$ cat src/rtl/inst_fetch_buffer_pkg.sv
// Shared definitions for the instruction fetch buffer: NOP encoding, entry width helper
// and the base opcode constants used by the front end.
`ifndef INST_NOP
`define INST_NOP 32'h0000_0013
`endif

package inst_fetch_buffer_pkg;

    localparam int unsigned INST_W   = 32;
    localparam logic [31:0] INST_NOP = `INST_NOP;

    localparam logic [6:0] OPC_LOAD   = 7'b000_0011;
    localparam logic [6:0] OPC_OP_IMM = 7'b001_0011;
    localparam logic [6:0] OPC_STORE  = 7'b010_0011;
    localparam logic [6:0] OPC_OP     = 7'b011_0011;
    localparam logic [6:0] OPC_BRANCH = 7'b110_0011;
    localparam logic [6:0] OPC_JAL    = 7'b110_1111;

    // Each queue entry carries {pc, inst}.
    function automatic int unsigned ifb_entry_width(input int unsigned xlen);
        return INST_W + xlen;
    endfunction

endpackage

$ cat src/rtl/inst_fetch_buffer_storage.sv
// Data array of the fetch buffer: synchronous write, asynchronous read, no reset on data.
module ifb_storage #(
    parameter int unsigned DEPTH = 4,
    parameter int unsigned W     = 64
) (
    input  logic                     clk,
    input  logic                     we,
    input  logic [$clog2(DEPTH)-1:0] waddr,
    input  logic [W-1:0]             wdata,
    input  logic [$clog2(DEPTH)-1:0] raddr,
    output logic [W-1:0]             rdata
);

    logic [W-1:0] mem_r [DEPTH];

    // Write port; contents are only meaningful once counted as occupied.
    always_ff @(posedge clk) begin
        if (we) begin
            mem_r[waddr] <= wdata;
        end
    end

    assign rdata = mem_r[raddr];

endmodule

$ cat src/rtl/inst_fetch_buffer.sv
// Instruction fetch buffer between Icache and ID: FIFO with bypass, flush shadow and replay bubbles.
// Optional macro IFB_PERF_CNT_EN adds the saturating bubble counter output ifb_bubble_cnt_o.
module inst_fetch_buffer
    import inst_fetch_buffer_pkg::*;
#(
    parameter int unsigned DEPTH        = 4,
    parameter int unsigned XLEN         = 32,
    parameter int unsigned FLUSH_SHADOW = 1
) (
    input  logic                     clk,
    input  logic                     rst_n,
    input  logic                     Icache_ready_i,
    input  logic [31:0]              Icache_inst_i,
    input  logic [XLEN-1:0]          Icache_pc_i,
    input  logic                     fc_stall_id_i,
    input  logic                     fc_flush_id_i,
    input  logic                     id_replay_i,
    output logic [31:0]              ifb_inst_o,
    output logic [XLEN-1:0]          ifb_pc_o,
    output logic                     ifb_valid_o,
    output logic                     ifb_full_o,
    output logic [$clog2(DEPTH):0]   ifb_count_o,
    output logic                     ifb_overflow_o
`ifdef IFB_PERF_CNT_EN
    ,output logic [31:0]             ifb_bubble_cnt_o
`endif
);

    localparam int unsigned PW = $clog2(DEPTH);
    localparam int unsigned CW = PW + 1;
    localparam int unsigned EW = ifb_entry_width(XLEN);
    localparam logic [CW-1:0] DEPTH_C  = CW'(DEPTH);
    localparam logic [2:0]    SHADOW_C = 3'(FLUSH_SHADOW);

    logic [PW-1:0] rd_ptr_r, wr_ptr_r;
    logic [CW-1:0] count_r;
    logic [2:0]    shadow_r;
    logic          overflow_r;

    logic          accept_s, empty_s, full_s, bubble_s, cand_s;
    logic          valid_s, pop_s, pop_store_s, push_s, drop_s;
    logic [EW-1:0] rd_data_s;
    logic [31:0]   inst_s;
    logic [XLEN-1:0] pc_s;

    ifb_storage #(.DEPTH(DEPTH), .W(EW)) u_storage (
        .clk   (clk),
        .we    (push_s),
        .waddr (wr_ptr_r),
        .wdata ({Icache_pc_i, Icache_inst_i}),
        .raddr (rd_ptr_r),
        .rdata (rd_data_s)
    );

    // Head selection (storage or bypass), bubble insertion and push/pop decisions.
    always_comb begin
        accept_s    = Icache_ready_i && (shadow_r == 3'd0) && !fc_flush_id_i;
        empty_s     = (count_r == {CW{1'b0}});
        full_s      = (count_r == DEPTH_C);
        bubble_s    = id_replay_i && !fc_stall_id_i;
        cand_s      = 1'b0;
        inst_s      = INST_NOP;
        pc_s        = {XLEN{1'b0}};
        if (fc_flush_id_i) begin
            cand_s = 1'b0;
        end else if (!empty_s) begin
            cand_s = 1'b1;
            inst_s = rd_data_s[31:0];
            pc_s   = rd_data_s[EW-1:32];
        end else if (accept_s) begin
            cand_s = 1'b1;
            inst_s = Icache_inst_i;
            pc_s   = Icache_pc_i;
        end else begin
            cand_s = 1'b0;
        end
        valid_s     = cand_s && !bubble_s;
        pop_s       = valid_s && !fc_stall_id_i && !id_replay_i;
        pop_store_s = pop_s && !empty_s;
        // A bypassed word consumed this cycle never enters storage.
        push_s      = accept_s && !(pop_s && empty_s) && (!full_s || pop_s);
        drop_s      = accept_s && full_s && !pop_s;
    end

    // Queue pointers, occupancy, flush shadow and sticky overflow.
    always_ff @(posedge clk or negedge rst_n) begin
        if (!rst_n) begin
            rd_ptr_r   <= {PW{1'b0}};
            wr_ptr_r   <= {PW{1'b0}};
            count_r    <= {CW{1'b0}};
            shadow_r   <= 3'd0;
            overflow_r <= 1'b0;
        end else if (fc_flush_id_i) begin
            rd_ptr_r   <= {PW{1'b0}};
            wr_ptr_r   <= {PW{1'b0}};
            count_r    <= {CW{1'b0}};
            shadow_r   <= SHADOW_C;
            overflow_r <= 1'b0;
        end else begin
            if (pop_store_s) begin
                rd_ptr_r <= rd_ptr_r + PW'(1);
            end
            if (push_s) begin
                wr_ptr_r <= wr_ptr_r + PW'(1);
            end
            count_r <= count_r + {{(CW-1){1'b0}}, push_s} - {{(CW-1){1'b0}}, pop_store_s};
            if (shadow_r != 3'd0) begin
                shadow_r <= shadow_r - 3'd1;
            end
            if (drop_s) begin
                overflow_r <= 1'b1;
            end
        end
    end

    assign ifb_valid_o    = valid_s;
    assign ifb_inst_o     = valid_s ? inst_s : INST_NOP;
    assign ifb_pc_o       = pc_s;
    assign ifb_full_o     = (count_r == DEPTH_C);
    assign ifb_count_o    = count_r;
    assign ifb_overflow_o = overflow_r;

`ifdef IFB_PERF_CNT_EN
    logic [31:0] bubble_cnt_r;

    // Idle/bubble cycles seen by an unstalled ID; survives flush, saturates.
    always_ff @(posedge clk or negedge rst_n) begin
        if (!rst_n) begin
            bubble_cnt_r <= 32'd0;
        end else if (!valid_s && !fc_stall_id_i && (bubble_cnt_r != 32'hFFFF_FFFF)) begin
            bubble_cnt_r <= bubble_cnt_r + 32'd1;
        end
    end

    assign ifb_bubble_cnt_o = bubble_cnt_r;
`endif

endmodule

$ cat config.mk
export PLATFORM = sky130hd
export DESIGN_NAME = inst_fetch_buffer
export DESIGN_NICKNAME = d
export VERILOG_FILES = /design/src/rtl/inst_fetch_buffer_pkg.sv /design/src/rtl/inst_fetch_buffer_storage.sv /design/src/rtl/inst_fetch_buffer.sv
export SDC_FILE = /design/constraint.sdc
export NUM_CORES = 1
export LEC_CHECK = 0
export ABC_AREA = 1
export ABC_CLOCK_PERIOD_IN_PS = 11500
export BUFFER_PORTS_ARGS = -buffer_cell sky130_fd_sc_hd__buf_2
export CAP_MARGIN = 10
export CORE_MARGIN = 2
export CORE_UTILIZATION = 41
export CTS_BUF_LIST = sky130_fd_sc_hd__clkbuf_2
export CTS_CLUSTER_SIZE = 25
export DETAILED_ROUTE_END_ITERATION = 12
export PLACE_DENSITY_LB_ADDON = 0.25
export SLEW_MARGIN = 10
export SYNTH_ARGS = -nofsm -noshare
export SYNTH_HDL_FRONTEND = slang
export SYNTH_HIERARCHICAL = 1
export SYNTH_SLANG_ARGS = --single-unit
$ cat constraint.sdc
create_clock -name clk -period 11.5 [get_ports clk]
set_input_delay 0 -clock clk [delete_from_list [all_inputs] [get_ports clk]]
set_output_delay 0 -clock clk [all_outputs]
set_load 0.02 [all_outputs]
==> flow_metrics.env, run 1 <==
export IMPL_status="finished clean"
export IMPL_overflow=0
export IMPL_ios=140
export IMPL_cp_max_fo=66
export IMPL_yosys_top_cells_area="edfxtp_1 (61%), nand2_1 (10%), inv_1 (8.1%)"
export IMPL_drt_vias_per_instance=4.68
export IMPL_hp_start="fc_stall_id_i"
export IMPL_final_util_pct=50.8
export IMPL_yosysTopAreaCell="edfxtp_1"
export IMPL_num_rows=64
export IMPL_path_clk_slew_ps=100
export IMPL_cp_slowest_cell="buf_4"
export IMPL_die_y_um=179
export IMPL_cp_num_cells=9
export IMPL_antenna_left=0
export IMPL_critPathCaptureType="output port"
export IMPL_worstPathCellList="clkinv_1, nand2_4, nor2_8, inv_6, nor2_8, buf_4, a22oi_2, nor2_1, buf_2"
export IMPL_maxCapViolations=0
export IMPL_ys_seq_elements=267
export IMPL_post_cts_setup_buffers=0
export IMPL_stdcell_count=1973
export IMPL_start_util_pct=41.3
export IMPL_grt_antenna_before_repair=2
export IMPL_min_delay_path_depth=6
export IMPL_worst_slew_pin_slew_ps=976
export IMPL_wl_per_cell_um=14.8
export IMPL_regArea_mm2=0.00797
export IMPL_r2r_start="shadow_r[0]"
export IMPL_reg2regPathDepth=13
export IMPL_rsz0062_at_grt="no"
export IMPL_layout_common_cells="nand2_1 (334), inv_1 (272), edfxtp_1 (256), nand3_1 (139), buf_2 (139)"
export IMPL_grt_pass1_wl_mm=45.9
export IMPL_cts_root_buf="clkbuf_2"
export IMPL_cts_htree_levels=3
export IMPL_final_common_cell="nand2_1"
export IMPL_cts_made_buffers=67
export IMPL_slew_headroom_pct=35.0
export IMPL_hpwl_mm=15.8
export IMPL_layout_drive_gt1_share_pct=19.3
export IMPL_critPathKind="reg2out"
export IMPL_multi_input_area_mm2=0.00314
export IMPL_ir_drop_mv=0.0719
export IMPL_syn_area_per_cell_um2=10.2
export IMPL_grt_max_degree=91
export IMPL_stdcell_area_mm2=0.0154
export IMPL_synth_cells=1236
export IMPL_tritoncts="built"
export IMPL_dp_cells=1724
export IMPL_timing_final_crit_share_pct=30.9
export IMPL_syn_num_nets=1311
export IMPL_crit_path_frequent_cell="nor2_8"
export IMPL_clock_sinks=267
export IMPL_reg2reg_to="u_storage/mem_r[2][37]"
export IMPL_min_to="rd_ptr_r[0]"
export IMPL_rrSetupSlack_ps=8110
export IMPL_synth_distinct_cells=33
export IMPL_clockBufferDepth=3
export IMPL_finalMaxSlewViolations=0
export IMPL_coreArea_mm2=0.0303
export IMPL_finalSetupTns_ps=0
export IMPL_route_detailed_drc=0
export IMPL_slowest_delay_ps=730
export IMPL_critPathArrivalTime_ps=3560
export IMPL_cp_required_ps=11500
export IMPL_drt_iter0_drc=580
export IMPL_clock_skew_ps=73.6
export IMPL_drtPass1Iterations=4
export IMPL_hold_class="in2reg"
export IMPL_startpoint_type="register"
export IMPL_gp_congestion=0.728
export IMPL_finalHoldViolCount=0
export IMPL_syn_to_final_growth_pct=22.8
export IMPL_syn_area_mm2=0.0125
export IMPL_leakage_uw=0.00695
export IMPL_first_global_vias=8981
export IMPL_fmax_mhz=281
export IMPL_clock_latency_ps=810
export IMPL_total_power_uw=1980
export IMPL_die_area_mm2=0.0320
export IMPL_placed_cell_area_mm2=0.0135
export IMPL_p_per_area_mw_per_mm2=128
export IMPL_fin_nets=1609
export IMPL_path_delay_family="buffers and inverters"
export IMPL_vias=9235
export IMPL_routed_wl_mm=29.3
export IMPL_setup_viol=0
export IMPL_ys_seq_area_share_pct=63.5
export IMPL_fin_crit_ps=3560
export IMPL_io_buffer_count=139
export IMPL_synth_top_area_share_pct=61.3
export IMPL_ys_warn_count=6
export IMPL_grtUsageTotal_pct=18.6
export IMPL_die_width_um=179
export IMPL_crit_buf_inv=4
export IMPL_nFillCells=2820
[stage by stage]
stage	worst slack, ps	hold WS [ps]
detailed placement	8700	-107
global placement	8710	-105
floorplan	5190	-296
CTS	7850	168
global route	7630	207
finish	7940	237
[registers in the layout (all words and copies together) (netlist names)]
signal	flops
ifb_overflow_o	1
shadow_r	3
u_storage/mem_r	256
ifb_count_o	3
rd_ptr_r	2
wr_ptr_r	2
[cell families after synthesis]
| kind of cell | count (synthesis) | share of synthesized area, % |
|---|---|---|
| and+or+nand+nor | 554 | 18.5 |
| buffers and inverters | 339 | 11.6 |
| adders and majority gates | 5 | 0.559 |
| AOI/OAI and AO/OA | 67 | 5.52 |
| DFF | 267 | 63.5 |
| xor gates and xnor gates | 4 | 0.279 |
[worst max path at each step]
stage	end	slack, ps	startpoint
6_report	ifb_pc_o[18]	7940	ifb_count_o[0]
5_1_grt	ifb_pc_o[19]	7630	rd_ptr_r[0]
4_1_cts	ifb_pc_o[19]	7850	rd_ptr_r[0]
3_5_place_dp	u_storage/mem_r[2][40]	8700	shadow_r[0]
3_3_place_gp	u_storage/mem_r[2][24]	8710	shadow_r[0]
2_1_floorplan	u_storage/mem_r[1][0]	5190	shadow_r[0]
[worst reg2reg max path, cell delays in order, from the launching register on]
cell	delay, ps
dfrtp_1	410
inv_1	60
ha_1	150
ha_1	240
nand3_4	140
nand2_2	100
nand3_1	60
dlygate4sd3_1	610
nand2_1	150
nand2_2	110
inv_1	80
inv_1	90
nor3_2	150
buf_4	630
[cells in the mapped netlist (all sizes together)]
cell / count
nand2: 337
inv: 276
edfxtp: 256
nand3: 140
nor2: 70
a22oi: 61
buf: 54
dfrtp: 11
clkbuf: 7
ha: 4
nor3: 4
a21oi: 3
xor2: 3
clkinv: 2
nand4: 2
o22ai: 2
a31oi: 1
fa: 1
nand3b: 1
xnor2: 1
[where the power goes]
group	switching, µW	internal [µW]
Sequential	9.03	1090
Combinational	169	107
Clock	370	230
Total	548	1430
[repair_timing]
action | in CTS | in global routing
resized for setup | 0 | 0
hold buffers | 137 | 0
hold endpoints to repair | 276 | 0
[area by class of cell]
cell class,instances,share of cell area [%]
antenna,2,0.0325
inverter,278,6.85
multi-input combinational,630,20.4
sequential,267,51.7
timing repair buffer,290,14.1
clock buffer,88,2.86
tap,396,3.22
clock inverter,22,0.804
[routing by layer]
| layer | track usage, % | vias to the layer above | part of all wire (%) |
|---|---|---|---|
| met1 | 23.9 | 4346 | 44 |
| met4 | 6.06 | 0 | 1.8 |
| met3 | 4.30 | 45 | 6.1 |
| li1 | - | 4590 | - |
| met5 | 0 | - | 0 |
| met2 | 31.2 | 254 | 48 |
(Power assumes the default switching activity.)
==> run 2, diff against run 1 <==
Settings changed: ABC_CLOCK_PERIOD_IN_PS 11500 to 3400.
Clock period 11.5 ns to 3.4 ns, I/O delays scaled along.
==> run 2 against run 1 <==
  * Core utilization up 0.73 points
  * Count of clock-buffer cells in the layout up 13
  * Via count about the same
  * Wire length up 1.5%
  * Sequential power rose to 3.4 times the previous value
  * Sequential share of layout area down 0.74 points
  * Design area up 1.4%
  * Critical path type unchanged
  * Largest power group unchanged
==> flow_metrics.env, run 2 (synthesis gave the netlist of run 1 again) <==
export IMPL_stdcell_count=1982
export IMPL_layout_common_cells="nand2_1 (333), inv_1 (272), edfxtp_1 (256), nand3_1 (139), buf_2 (139)"
export IMPL_wl_per_cell_um=15.0
export IMPL_final_util_pct=51.5
export IMPL_syn_to_final_growth_pct=24.5
export IMPL_layout_drive_gt1_share_pct=20.6
export IMPL_final_common_cell="nand2_1"
export IMPL_gp_congestion=0.797
export IMPL_ios=140
export IMPL_tritoncts="built"
export IMPL_post_cts_setup_buffers=0
export IMPL_p_per_area_mw_per_mm2=442
export IMPL_cts_root_buf="clkbuf_2"
export IMPL_total_power_uw=6900
export IMPL_hpwl_mm=16.3
export IMPL_antenna_left=0
export IMPL_drt_iter0_drc=636
export IMPL_clock_sinks=267
export IMPL_slew_headroom_pct=39.7
export IMPL_regArea_mm2=0.00797
export IMPL_start_util_pct=41.3
export IMPL_finalMaxSlewViolations=0
export IMPL_cp_slowest_cell="dfrtp_1"
export IMPL_grt_pass1_wl_mm=46.7
export IMPL_crit_buf_inv=4
export IMPL_clock_skew_ps=61.7
export IMPL_critPathCaptureType="output port"
export IMPL_die_area_mm2=0.0320
export IMPL_multi_input_area_mm2=0.00318
export IMPL_critPathKind="reg2out"
export IMPL_route_detailed_drc=0
export IMPL_cts_htree_levels=3
export IMPL_fin_crit_ps=3060
export IMPL_path_clk_slew_ps=100
export IMPL_die_width_um=179
export IMPL_maxCapViolations=0
export IMPL_die_y_um=179
export IMPL_grt_antenna_before_repair=1
export IMPL_clockBufferDepth=3
export IMPL_fin_nets=1622
export IMPL_setup_viol=0
export IMPL_grt_max_degree=67
export IMPL_hold_class="in2async"
export IMPL_status="finished clean"
export IMPL_path_delay_family="buffers and inverters"
export IMPL_grtUsageTotal_pct=18.9
export IMPL_dp_cells=1730
export IMPL_slowest_delay_ps=470
export IMPL_coreArea_mm2=0.0303
export IMPL_vias=9232
export IMPL_timing_final_crit_share_pct=89.9
export IMPL_routed_wl_mm=29.7
export IMPL_critPathArrivalTime_ps=3060
export IMPL_worstPathCellList="clkinv_2, nand2_4, nor2_8, inv_6, nor2_8, buf_4, a22oi_1, nor2_1, buf_2"
export IMPL_drt_vias_per_instance=4.66
export IMPL_ir_drop_mv=0.206
export IMPL_cp_required_ps=3400
export IMPL_drtPass1Iterations=5
export IMPL_clock_latency_ps=830
export IMPL_overflow=0
export IMPL_top_register="u_storage/mem_r"
export IMPL_rsz0062_at_grt="no"
export IMPL_num_rows=64
export IMPL_startpoint_type="register"
export IMPL_largest_reg_flops=256
export IMPL_leakage_uw=0.00708
export IMPL_first_global_vias=9039
export IMPL_io_buffer_count=139
export IMPL_worst_slew_pin_slew_ps=904
export IMPL_crit_path_frequent_cell="nor2_8"
export IMPL_nFillCells=2766
export IMPL_cts_made_buffers=71
export IMPL_finalHoldViolCount=0
export IMPL_cp_max_fo=67
export IMPL_fmax_mhz=327
[run 2: cell count changes in the layout (fill, tap and decap cells not counted), moves of 3 or more]
cell        change
buf_12          +4
clkbuf_2       +13
clkinv_1       -12
clkinv_4        +3
clkinvlp_4      -3
nor3_2          -4
nor3_4          +4
[run 2: per-stage QoR]
step	worst slack (ps)	TNS (ps)	area, µm²	hold WS, ps
2_1_floorplan	-962	-246290	12600	-296
3_3_place_gp	756	0	13600	-107
3_5_place_dp	682	0	13600	-104
4_1_cts	75.4	0	15600	136
5_1_grt	54.4	0	15600	177
6_report	342	0	15600	202
[run 2: repair_timing]
item / 4_1_cts / 5_1_grt
gates resized for setup: 0 / 8
setup endpoints to repair: 0 / 85
endpoints found under the hold margin: 278 / 0
hold buffers: 139 / 0
[run 2: final cells by class]
type                       instances  share of cell area, %
timing repair buffer             298                   14.7
sequential                       267                   51.0
inverter                         278                   6.77
tap                              396                   3.17
clock buffer                     101                   3.24
antenna                            1                 0.0160
clock inverter                    10                  0.697
multi-input combinational        631                   20.4
[run 2: tightest hold or removal path, delay by kind of cell]
kind | cells | cell delay (ps)
buf+inv | 3 | 1490
[run 2: report_power, final]
group | switching, µW | internal, µW
logic | 585 | 379
clock network | 1270 | 936
registers | 30.1 | 3700
[run 2: worst paths after layout]
check                          startpoint        endpoint  slack, ps  depth (start not counted)
max                        ifb_count_o[1]  ifb_inst_o[28]        340                          9
min reg2reg                   shadow_r[0]     shadow_r[0]        480                          1
min                                 rst_n     shadow_r[2]        200                          3
min in group clk            fc_stall_id_i     wr_ptr_r[0]        270                          6
max reg2reg                   shadow_r[0]     rd_ptr_r[1]        420                         12
max in group asynchronous           rst_n     rd_ptr_r[0]       2810                          3
[run 2: layer usage]
metal  global-route usage (%)  up-vias  routed length, µm
li1                         -     4610                  -
met1                     25.0     4312              13400
met2                     31.1      277              14200
met3                     4.13       33               1820
met4                     6.06        0                329
met5                        0        -                  0
